==> src/rtl/sb_cfg_bank.sv <==
// Double-buffered switch-block configuration bank: word writes land in a shadow
// store, an atomic commit copies shadow to the active store that drives the muxes.
module sb_cfg_bank #(
  parameter int unsigned          NUM_MUX     = 21,
  parameter int unsigned          SRAM_BITS   = 6,
  parameter int unsigned          ADDR_W      = $clog2(NUM_MUX),
  parameter logic [SRAM_BITS-1:0] RESET_VALUE = '0
) (
  input  logic                           prog_clk,
  input  logic                           pReset,
  input  logic                           cfg_valid,
  output logic                           cfg_ready,
  input  logic                           cfg_write,
  input  logic [ADDR_W-1:0]              cfg_addr,
  input  logic [SRAM_BITS-1:0]           cfg_data,
  output logic                           rd_valid,
  input  logic                           rd_ready,
  output logic [SRAM_BITS-1:0]           rd_data,
  input  logic                           commit,
  output logic                           commit_done,
  output logic                           err_addr,
  input  logic                           err_clr,
  output logic [NUM_MUX*SRAM_BITS-1:0]   sram,
  output logic [NUM_MUX*SRAM_BITS-1:0]   sram_inv
);

  localparam int unsigned BUS_W = NUM_MUX * SRAM_BITS;
  localparam logic [ADDR_W:0] MUX_LIM = (ADDR_W+1)'(NUM_MUX);

  typedef enum logic [1:0] {
    ST_IDLE   = 2'd0,
    ST_READ   = 2'd1,
    ST_COMMIT = 2'd2
  } state_e;

  state_e               state_q, state_d;
  logic                 ready_en_q;
  logic                 commit_pend_q, commit_pend_d;
  logic                 rd_valid_q, rd_valid_d;
  logic [SRAM_BITS-1:0] rd_data_q, rd_data_d;
  logic                 commit_done_q, commit_done_d;
  logic                 err_addr_q, err_addr_d;
  logic [SRAM_BITS-1:0] shadow_q [NUM_MUX];
  logic [SRAM_BITS-1:0] shadow_d [NUM_MUX];
  logic [BUS_W-1:0]     active_q, active_d;

  logic                 addr_ok;
  logic                 req_acc, wr_acc, rd_acc, rd_done;
  logic [SRAM_BITS-1:0] rd_word;

  // ready_en_q holds cfg_ready low for the first edge after reset release
  assign cfg_ready = ready_en_q & (state_q == ST_IDLE) & ~commit_pend_q;
  assign addr_ok   = {1'b0, cfg_addr} < MUX_LIM;
  assign req_acc   = cfg_valid & cfg_ready;
  assign wr_acc    = req_acc & cfg_write;
  assign rd_acc    = req_acc & ~cfg_write;
  assign rd_done   = rd_valid_q & rd_ready;

  always_comb begin
    rd_word = '0;
    for (int i = 0; i < int'(NUM_MUX); i++) begin
      if (cfg_addr == ADDR_W'(i)) rd_word = shadow_q[i];
    end
  end

  always_ff @(posedge prog_clk or posedge pReset) begin
    if (pReset) state_q <= ST_IDLE;
    else        state_q <= state_d;
  end

  always_comb begin
    state_d = state_q;
    case (state_q)
      ST_IDLE: begin
        if (rd_acc)      state_d = ST_READ;
        else if (commit) state_d = ST_COMMIT;
      end
      ST_READ: begin
        if (rd_done) state_d = (commit_pend_q | commit) ? ST_COMMIT : ST_IDLE;
      end
      ST_COMMIT: state_d = ST_IDLE;
      default:   state_d = ST_IDLE;
    endcase
  end

  always_comb begin
    shadow_d      = shadow_q;
    active_d      = active_q;
    rd_valid_d    = rd_valid_q;
    rd_data_d     = rd_data_q;
    commit_pend_d = commit_pend_q;
    commit_done_d = 1'b0;
    err_addr_d    = err_addr_q;

    // a new out-of-range access wins over a same-cycle clear
    if (err_clr)              err_addr_d = 1'b0;
    if (req_acc && !addr_ok)  err_addr_d = 1'b1;

    case (state_q)
      ST_IDLE: begin
        if (wr_acc && addr_ok) begin
          for (int i = 0; i < int'(NUM_MUX); i++) begin
            if (cfg_addr == ADDR_W'(i)) shadow_d[i] = cfg_data;
          end
        end
        if (rd_acc) begin
          rd_valid_d = 1'b1;
          rd_data_d  = addr_ok ? rd_word : '0;
          if (commit) commit_pend_d = 1'b1;
        end
      end
      ST_READ: begin
        if (rd_done) begin
          rd_valid_d    = 1'b0;
          commit_pend_d = 1'b0;
        end else if (commit) begin
          commit_pend_d = 1'b1;
        end
      end
      ST_COMMIT: begin
        for (int i = 0; i < int'(NUM_MUX); i++) begin
          active_d[i*SRAM_BITS +: SRAM_BITS] = shadow_q[i];
        end
        commit_done_d = 1'b1;
        commit_pend_d = 1'b0;
      end
      default: ;
    endcase
  end

  always_ff @(posedge prog_clk or posedge pReset) begin
    if (pReset) begin
      ready_en_q    <= 1'b0;
      commit_pend_q <= 1'b0;
      rd_valid_q    <= 1'b0;
      rd_data_q     <= '0;
      commit_done_q <= 1'b0;
      err_addr_q    <= 1'b0;
      active_q      <= {NUM_MUX{RESET_VALUE}};
      for (int i = 0; i < int'(NUM_MUX); i++) shadow_q[i] <= RESET_VALUE;
    end else begin
      ready_en_q    <= 1'b1;
      commit_pend_q <= commit_pend_d;
      rd_valid_q    <= rd_valid_d;
      rd_data_q     <= rd_data_d;
      commit_done_q <= commit_done_d;
      err_addr_q    <= err_addr_d;
      active_q      <= active_d;
      for (int i = 0; i < int'(NUM_MUX); i++) shadow_q[i] <= shadow_d[i];
    end
  end

  assign rd_valid    = rd_valid_q;
  assign rd_data     = rd_data_q;
  assign commit_done = commit_done_q;
  assign err_addr    = err_addr_q;
  assign sram        = active_q;
  assign sram_inv    = ~active_q;

endmodule

==> config.mk <==
export PLATFORM = sky130hd
export DESIGN_NAME = sb_cfg_bank
export DESIGN_NICKNAME = d
export VERILOG_FILES = /design/src/rtl/sb_cfg_bank.sv
export SDC_FILE = /design/constraint.sdc
export NUM_CORES = 1
export LEC_CHECK = 0
export ABC_AREA = 0
export CAP_MARGIN = 30
export CORE_ASPECT_RATIO = 1.2
export CORE_MARGIN = 2
export CORE_UTILIZATION = 54
export CTS_CLUSTER_SIZE = 16
export DETAILED_ROUTE_END_ITERATION = 6
export PLACE_DENSITY_LB_ADDON = 0.05
export SYNTH_ARGS = -nofsm -noshare
export SYNTH_HDL_FRONTEND = slang
export SYNTH_SLANG_ARGS = --single-unit
==> constraint.sdc <==
create_clock -name prog_clk -period 23.5 [get_ports prog_clk]
set_clock_uncertainty 0.15 [all_clocks]
set_input_delay 5.875 -clock prog_clk [delete_from_list [all_inputs] [get_ports prog_clk]]
set_output_delay 5.875 -clock prog_clk [all_outputs]
set_load 0.03 [all_outputs]
# After elaboration in Yosys (flattened, before gate mapping)
# Cells that the tools add are included.
[totals] regBits=265 in_bits=18 out_inout_bits=262
[classes] order_cmp=1 n_eq_ne=25 muxes=37 n_bitwise=10 n_reduce_logical=33
[ops] operator="$mux W6" count=22
[ops] operator="$not A126 Y126" count=1
[ops] operator="$reduce_and A3 Y1" count=22
[ops] operator="$eq A5 B4 Y1 const B" count=8
[ops] operator="$eq A5 B5 Y1 const B" count=5
[ops] operator="$eq A5 B3 Y1 const B" count=4
[ops] operator="$eq A5 B2 Y1 const B" count=2
[ops] operator="$mux W1" count=8
[ops] operator="$mux W2" count=4
[ops] operator="$and A1 B1 Y1" count=6
[ops] operator="$reduce_and A2 Y1" count=3
[ops] operator="$eq A5 B1 Y1 const B" count=1
[ops] operator="$logic_not A5 Y1" count=1
[ops] operator="$lt A5 B5 Y1 const B" count=1
[ops] operator="$ne A2 B2 Y1 const B" count=2
[ops] operator="$pmux W2 S2" count=1
[ops] operator="$reduce_bool A2 Y1" count=2
[ops] operator="$ne A3 B3 Y1 const B" count=1
[ops] operator="$pmux W1 S3" count=1
[ops] operator="$reduce_bool A3 Y1" count=1
[ops] operator="$eq A2 B1 Y1 const B" count=1
[ops] operator="$eq A2 B2 Y1 const B" count=1
[ops] operator="$logic_and A1 B1 Y1" count=2
[ops] operator="$logic_not A2 Y1" count=1
[ops] operator="other kinds (4)" count=5

# Longest topological paths before layout
[depth] ltp_word=23 depth_mapped=8 depth_no_buf=7

# Worst setup path after synthesis
# OpenSTA, ideal clock, no wires.
[synth_timing] path_kind="in2reg" startpoint="in cfg_addr[0]" endpoint="reg shadow_q[0] in the netlist's numbering" setup_ns=0.125 arrival_time_ns=7.417 setup_slack_ns=15.809 stages=6 cell_sequence="buf_2 buf_2 nor2_1 nand3_1 nor2_2 mux2_2"
[synth_via] elab_chain_cells=3 elab_cells_between_ends=4
[synth_rtl] element="start, declared" line_no="14" source="input logic [ADDR_W-1:0] cfg_addr,"
[synth_rtl] element="$lt A5 B5 Y1" line_no="53" source="assign addr_ok = {1'b0, cfg_addr} < MUX_LIM;"
[synth_rtl] element="$logic_and A1 B1 Y1" line_no="101" source="if (wr_acc && addr_ok) begin"
[synth_rtl] element="$reduce_and A3 Y1 (no source line) *"
[synth_rtl] element="end, declared" line_no="43" source="logic [SRAM_BITS-1:0] shadow_q [NUM_MUX];"
# Mark *: on every way between the ends. The rest lies on a longest branch, timed or not.
# A chain may end at the register's enable or synchronous reset.

# Worst setup path after layout
[layout_timing] startpoint="reg state_q[0]" endpoint="out cfg_ready"
[layout_via] elab_chain_cells=3
[layout_rtl] element="start, declared" line_no="36" source="state_e state_q, state_d;"
[layout_rtl] element="start signal, assigned" line_no="68" source="else state_q <= state_d;"
[layout_rtl] element="$logic_not A2 Y1" line_no="52" source="assign cfg_ready = ready_en_q & (state_q == ST_IDLE) & ~commit_pend_q;"
[layout_rtl] element="$and A1 B1 Y1 (2 in a row)" line_no="52"
[layout_rtl] element="end, declared" line_no="12" source="output logic cfg_ready,"
# Every way passes these cells.

==> run summary <==
Die ar. -> 0.0233 mm²
Critical Path Most Common Cell -> inv_1
PD cells -> 81.3 mW/mm²
first-pass GRT wire length -> 53.6 mm
final worst path period need -> 8.41 ns
final hold viol count -> 0
slowest CP cell -> clkdlybuf4s50_1
initial drt markers -> 744
CTS tree -> built
max frequency -> 0.119 GHz
area delta synth->final -> 32.5%
flops & latches, synth -> 265
Initial Utilization -> 55.0%
latest clock arrival within the worst-skew pair -> 0.53 ns
worst hold start -> shadow_q[37]
setup_tns -> 0 ns
Reg power frac -> 40.4%
ys flop type -> dfrtp_1
Worst setup SP type -> register
number of placed I/O pins -> 280
RR Endpoint -> shadow_q[13]
Worst Path Required -> 17.48 ns
max cap viols -> 0
Leak Pwr -> 6.89 nW
Syn Inst Count -> 1148
min-delay worst type -> register to register
DRT antenna net count -> 0
Post-CTS Hold Fix Bufs -> 0
Max clock buf depth -> 3
via count -> 9651
delay-heaviest family, CP -> buffers and inverters
Mapped Area -> 0.0119 mm²
register area share after synthesis -> 55.6%
internal power -> 0.000864 W
crit path kind -> register to output pin
clk sinks -> 265
Tcrit/Tclk final -> 35.8%
initial antenna violation count -> 0
antenna fix cells -> 0
outcome -> completed
Die H -> 167 µm
Port Buf Inserts -> 279
Setup Fix Bufs, Post-CTS -> 0
CP Max Fanout -> 5
Clk pwr share -> 33.1%
drt wl/cell -> 20.1 µm
clock root buffer -> clkbuf_16
worst path cell trace -> inv_1 > ha_1 > inv_1 > nor3b_1 > clkdlybuf4s50_1
share of flip-flops with an asynchronous set or reset -> 100%
FF-to-FF Start -> state_q[0]
combinational share of power -> 26.5%
reg2reg setup slack -> 20.37 ns
R2R depth -> 7
total core area -> 0.0217 mm²
Tot GR Track Use -> 28.7%
crit path DAT -> 2.38 ns
unrepaired setup endpoints after global routing -> false
vias in the first global route -> 9636
number of synthesized flops with an enable pin -> 0
Setup Viol. Count Final -> 0
DRT Wirelength -> 33.8 mm
cts repair resizes -> 0
count of different cell masters after synthesis -> 62
NetSw -> 0.000421 W
Detailed Routing Iterations Pass 1 -> 5
H-Tree Depth -> 1
slowest stage delay, CP -> 0.71 ns
fin nets -> 1418
drt drc -> 0
CP Capture Type -> output pin
RePlAce Congestion -> 0.951
Max-slew headroom -> 27.6%
total gr overflow -> 0
post-synth net total -> 1170
Clock transition at path regs -> 0.06 ns
# fillers -> 1612
Buf+Inv Stages, Crit Path -> 3
Worst Hold Endpoint -> sram[85]
HPWL after DPL -> 23.6 mm
# rows -> 59
worst slew pin tran -> 1.08 ns
yosys warns -> 0
largest net degree at the start of global routing -> 121
Avg Vias per Cell -> 5.73
DP Worst Slack -> 14.66 ns
WHS -> 0.369 ns
layout cells sized above 1 -> 14.8%
Hold Path Stages -> 2
Inserted Clock Buffers -> 26
Final WS setup -> 15.09 ns
DIE WIDTH -> 140 µm
Max Slew Vio Count -> 0
peak supply drop -> 0.0600 mV
Post-Syn Area per Cell -> 10.4 µm²
Sw Share -> 32.8%
cells by family after synthesis:
family | count (synthesis) | synth area share (%)
AOI/OAI and AO/OA | 249 | 12.5
DFF | 265 | 55.6
muxes | 144 | 13.8
other | 1 | 0.0314
buffers and inverters | 209 | 6.70
and+or+nand+nor | 276 | 11.0
adders and majority gates | 4 | 0.419
cells in the final DEF, fill, tap and decap left out, drive strengths merged, types with 10 or more instances in the layout:
cell type and count:
o21ai 146, a31oi 13, buf 15, clkbuf 35, nand3 16, nor3 10
nand2b 13, inv 137, mux2 133, a21oi 18, nand2 153, dfrtp 265
clkdlybuf4s50 277, nor2 36
power by group through the flow:
stage	clock network (W)	logic, W	registers (W)
floorplan	0	0.000166	0.000566
global route	0.000450	0.000366	0.000523
finish	0.000425	0.000341	0.000519
detailed placement	0	0.000336	0.000526
CTS	0.000430	0.000337	0.000519
global placement	0	0.000329	0.000526
sequential cells by signal (all words and copies together), names as in the netlist:
name / cells
sram: 126
shadow_q: 126
commit_done: 1
rd_data: 6
rd_valid: 1
ready_en_q: 1
err_addr: 1
state_q: 2
commit_pend_q: 1
stage by stage:
| step | std cells | cell area [µm²] | power (W) | utilization (%) |
|---|---|---|---|---|
| final | 1685 | 15800 | 0.00128 | 72.8 |
| after CTS | 1684 | 15800 | 0.00129 | 72.7 |
| after detailed placement | 1641 | 14900 | 0.000862 | 68.7 |
| after floorplan | 1148 | 11900 | 0.000732 | - |
| after global routing | 1685 | 15800 | 0.00134 | 72.8 |
| after global placement | 1637 | 14900 | 0.000855 | 68.4 |
cells in the mapped netlist, drive strengths merged (7+ instances only):
| cell | n | area (µm²) |
|---|---|---|
| nor2 | 36 | 145 |
| clkbuf | 56 | 210 |
| a22o | 7 | 61.3 |
| nor3 | 10 | 50.1 |
| a22oi | 7 | 52.6 |
| nor2b | 8 | 50.1 |
| o22ai | 7 | 43.8 |
| mux2i | 8 | 80.1 |
| inv | 136 | 510 |
| a21oi | 18 | 90.1 |
| nand2 | 153 | 577 |
| a31oi | 13 | 81.3 |
| buf | 16 | 75.1 |
| mux2 | 133 | 1500 |
| dfrtp | 265 | 6630 |
| nand3 | 16 | 80.1 |
| nand2b | 13 | 81.3 |
| o21ai | 146 | 731 |
per-layer routing:
metal  share of wire, %  global-route usage, %
met3                6.9                   5.35
met4                3.4                   10.2
met1                 41                   38.6
met5                  0                      0
met2                 48                   47.1
worst min-delay path, cell delays in order, from the launching register on:
cell     delay (ns)
dfrtp_1        0.37
nand2_1        0.06
o21ai_0        0.06
worst max path at each step:
stage | slack [ns] | start | cells after the start | endpoint
6_report | 15.09 | state_q[0] | 5 | cfg_ready
5_1_grt | 14.94 | cfg_addr[4] | 5 | shadow_q[9]
4_1_cts | 15.09 | state_q[0] | 5 | cfg_ready
3_5_place_dp | 14.66 | cfg_addr[4] | 5 | shadow_q[10]
3_3_place_gp | 14.74 | cfg_addr[4] | 5 | shadow_q[11]
2_1_floorplan | 10.18 | pReset | 1 | commit_done
final cells by class:
cell class | count | area [µm²] | area share (%)
well taps | 274 | 343 | 2.17
clock buffers | 35 | 746 | 4.72
inverters | 137 | 522 | 3.30
clock inverters | 8 | 121 | 0.768
flip-flops and latches | 265 | 6630 | 41.9
repair buffers | 292 | 2930 | 18.5
multi-input cells | 674 | 4520 | 28.6
Power figures use the tool's default switching activity.
==> RTL edit (same settings) <==
Register the input `cfg_addr` before use, without a reset. The logic sees it one clock later. The other inputs are not delayed to match.
--- a/src/rtl/sb_cfg_bank.sv
+++ b/src/rtl/sb_cfg_bank.sv
@@ -35,2 +35,8 @@
 
+  logic [ADDR_W-1:0] cfg_addr_q;
+
+  always_ff @(posedge prog_clk) begin
+    cfg_addr_q <= cfg_addr;
+  end
+
   state_e               state_q, state_d;
@@ -52,3 +58,3 @@
   assign cfg_ready = ready_en_q & (state_q == ST_IDLE) & ~commit_pend_q;
-  assign addr_ok   = {1'b0, cfg_addr} < MUX_LIM;
+  assign addr_ok   = {1'b0, cfg_addr_q} < MUX_LIM;
   assign req_acc   = cfg_valid & cfg_ready;
@@ -61,3 +67,3 @@
     for (int i = 0; i < int'(NUM_MUX); i++) begin
-      if (cfg_addr == ADDR_W'(i)) rd_word = shadow_q[i];
+      if (cfg_addr_q == ADDR_W'(i)) rd_word = shadow_q[i];
     end
@@ -102,3 +108,3 @@
           for (int i = 0; i < int'(NUM_MUX); i++) begin
-            if (cfg_addr == ADDR_W'(i)) shadow_d[i] = cfg_data;
+            if (cfg_addr_q == ADDR_W'(i)) shadow_d[i] = cfg_data;
           end
Check against the original RTL: not equivalent (a bounded check fails within 4 cycles, from zero or initial values and one cycle with pReset high).
==> RTL edit against the original RTL <==
Sequential cell count grew 5; design area grew 3.0%; area after synthesis grew 3.1%; combinational power grew 9.1%; sequential share of layout area shrank 0.58 points; routed wire length grew 1.7%; worst setup slack gained 0.18 ns; synthesized cell count shrank 2.0%; critical path depth is the same; total power grew 6.4%; largest cell class unchanged; highest routed layer unchanged.
==> RTL edit: results (changes against the original RTL) <==
[status]
status = complete, no violations  ; unchanged

[worst_setup_path]
reg2reg_to = rd_data[2]  ; was shadow_q[13]
reg2reg_from = cfg_addr_q[0]  ; was state_q[0]
crit_path_max_incr_delay_ns = 0.67  ; was 0.71 ns
crit_fanout = 6  ; was 5
reg2reg_slack_ns = 20.19  ; was 20.37 ns
reg2reg_depth = 6  ; was 7
startpoint = state_q[1]  ; was state_q[0]

[power]
irDropWorstVdd_v = 0.00007309  ; was 0.00005996 V
leakagePower_nw = 7.325  ; was 6.892 nW
swShare = 0.3360  ; was 0.3278

[placed_design]
dp_hpwl_mm = 23.87  ; was 23.57 mm
place_area_um2 = 15300  ; was 14910 um2
gp_congestion = 0.9748  ; was 0.9512

[finish]
seqCellArea_um2 = 6734  ; was 6631 um2
drive_above_1_share = 0.1700  ; was 0.1481
final_nets = 1402  ; was 1418

[routing]
drt_iter0_drc = 704  ; was 744
num_vias = 9451  ; was 9651
drt-pass1-iter-count = 6  ; was 5

[logic_synthesis]
synth_common_cells = dfrtp_1, nand2_1, o21ai_0  ; unchanged
ys_types = 73  ; was 62
seq_area_frac_synth = 0.5470  ; was 0.5557
synth.top_cells.by_area = dfrtp_1, mux2_2, o21ai_0  ; unchanged

[global_route]
met3_usage = 0.04345  ; was 0.05348
gr-usage-all-layers = 0.2856  ; was 0.2872
grt_pass1_vias = 9437  ; was 9636
grt.met2_usage = 0.4886  ; was 0.4713
grt_max_degree = 123  ; was 121

[timing]
worst_slack_ns = 15.27  ; was 15.09 ns

RTL edit: cell types whose count changed after synthesis, sizes merged, moves of 6 or more:
cell    unedited run  this run
a22o               7         0
a31oi             13         7
buf               16        24
clkbuf            56        44
nand2            153       163
nor2              36        15
RTL edit: cell families after synthesis:
kind of cell | Yosys count | share of synthesized area
mux | 150 | 0.1566
buf+inv | 207 | 0.06740
other cells | 1 | 0.0003047
compound gates | 235 | 0.1141
simple gates | 257 | 0.1099
flops | 270 | 0.5470
xor+xnor | 1 | 0.0007118
fa+ha+maj | 4 | 0.004067
RTL edit: how the worst min path moves through the flow:
stage	startpoint	endpoint
after floorplan	shadow_q[118]	sram[10]
after global placement	shadow_q[116]	sram[8]
after detailed placement	shadow_q[117]	sram[9]
after CTS	shadow_q[125]	sram[5]
after global routing	shadow_q[70]	sram[58]
final	shadow_q[70]	sram[58]
RTL edit: per-layer routing:
layer	wire, um	vias to the layer above
met1	14140	4660
met2	17060	380
met4	1121	0
met3	2047	76
li1	-	4335
met5	0	-
RTL edit: tightest hold or removal path, cell delays in order, from the launching register on:
cell and delay [ns]:
dfrtp_1 0.37, nand2_1 0.06, o21ai_0 0.06
RTL edit: metrics by stage:
stage / hold slack, ns / instances / power, mW
after floorplan: 0.3109 / 1125 / 0.7738
after global placement: 0.3422 / 1625 / 0.9122
after detailed placement: 0.3485 / 1629 / 0.9191
after CTS: 0.3612 / 1677 / 1.374
after global routing: 0.3899 / 1679 / 1.423
final: 0.3685 / 1679 / 1.367
RTL edit: area by class of cell:
cell class | count | share of cell area
clock buffers | 30 | 0.04281
clock inverters | 18 | 0.01483
inverters | 139 | 0.03251
multi-input cells | 648 | 0.2923
flip-flops and latches | 270 | 0.4136
well taps | 279 | 0.02144
repair buffers | 295 | 0.1825
RTL edit: power groups by stage:
stage / logic (mW) / registers (mW) / clock network (mW)
2_1_floorplan: 0.183 / 0.591 / 0
3_3_place_gp: 0.366 / 0.546 / 0
3_5_place_dp: 0.372 / 0.547 / 0
4_1_cts: 0.374 / 0.539 / 0.461
5_1_grt: 0.398 / 0.544 / 0.481
6_report: 0.372 / 0.540 / 0.455
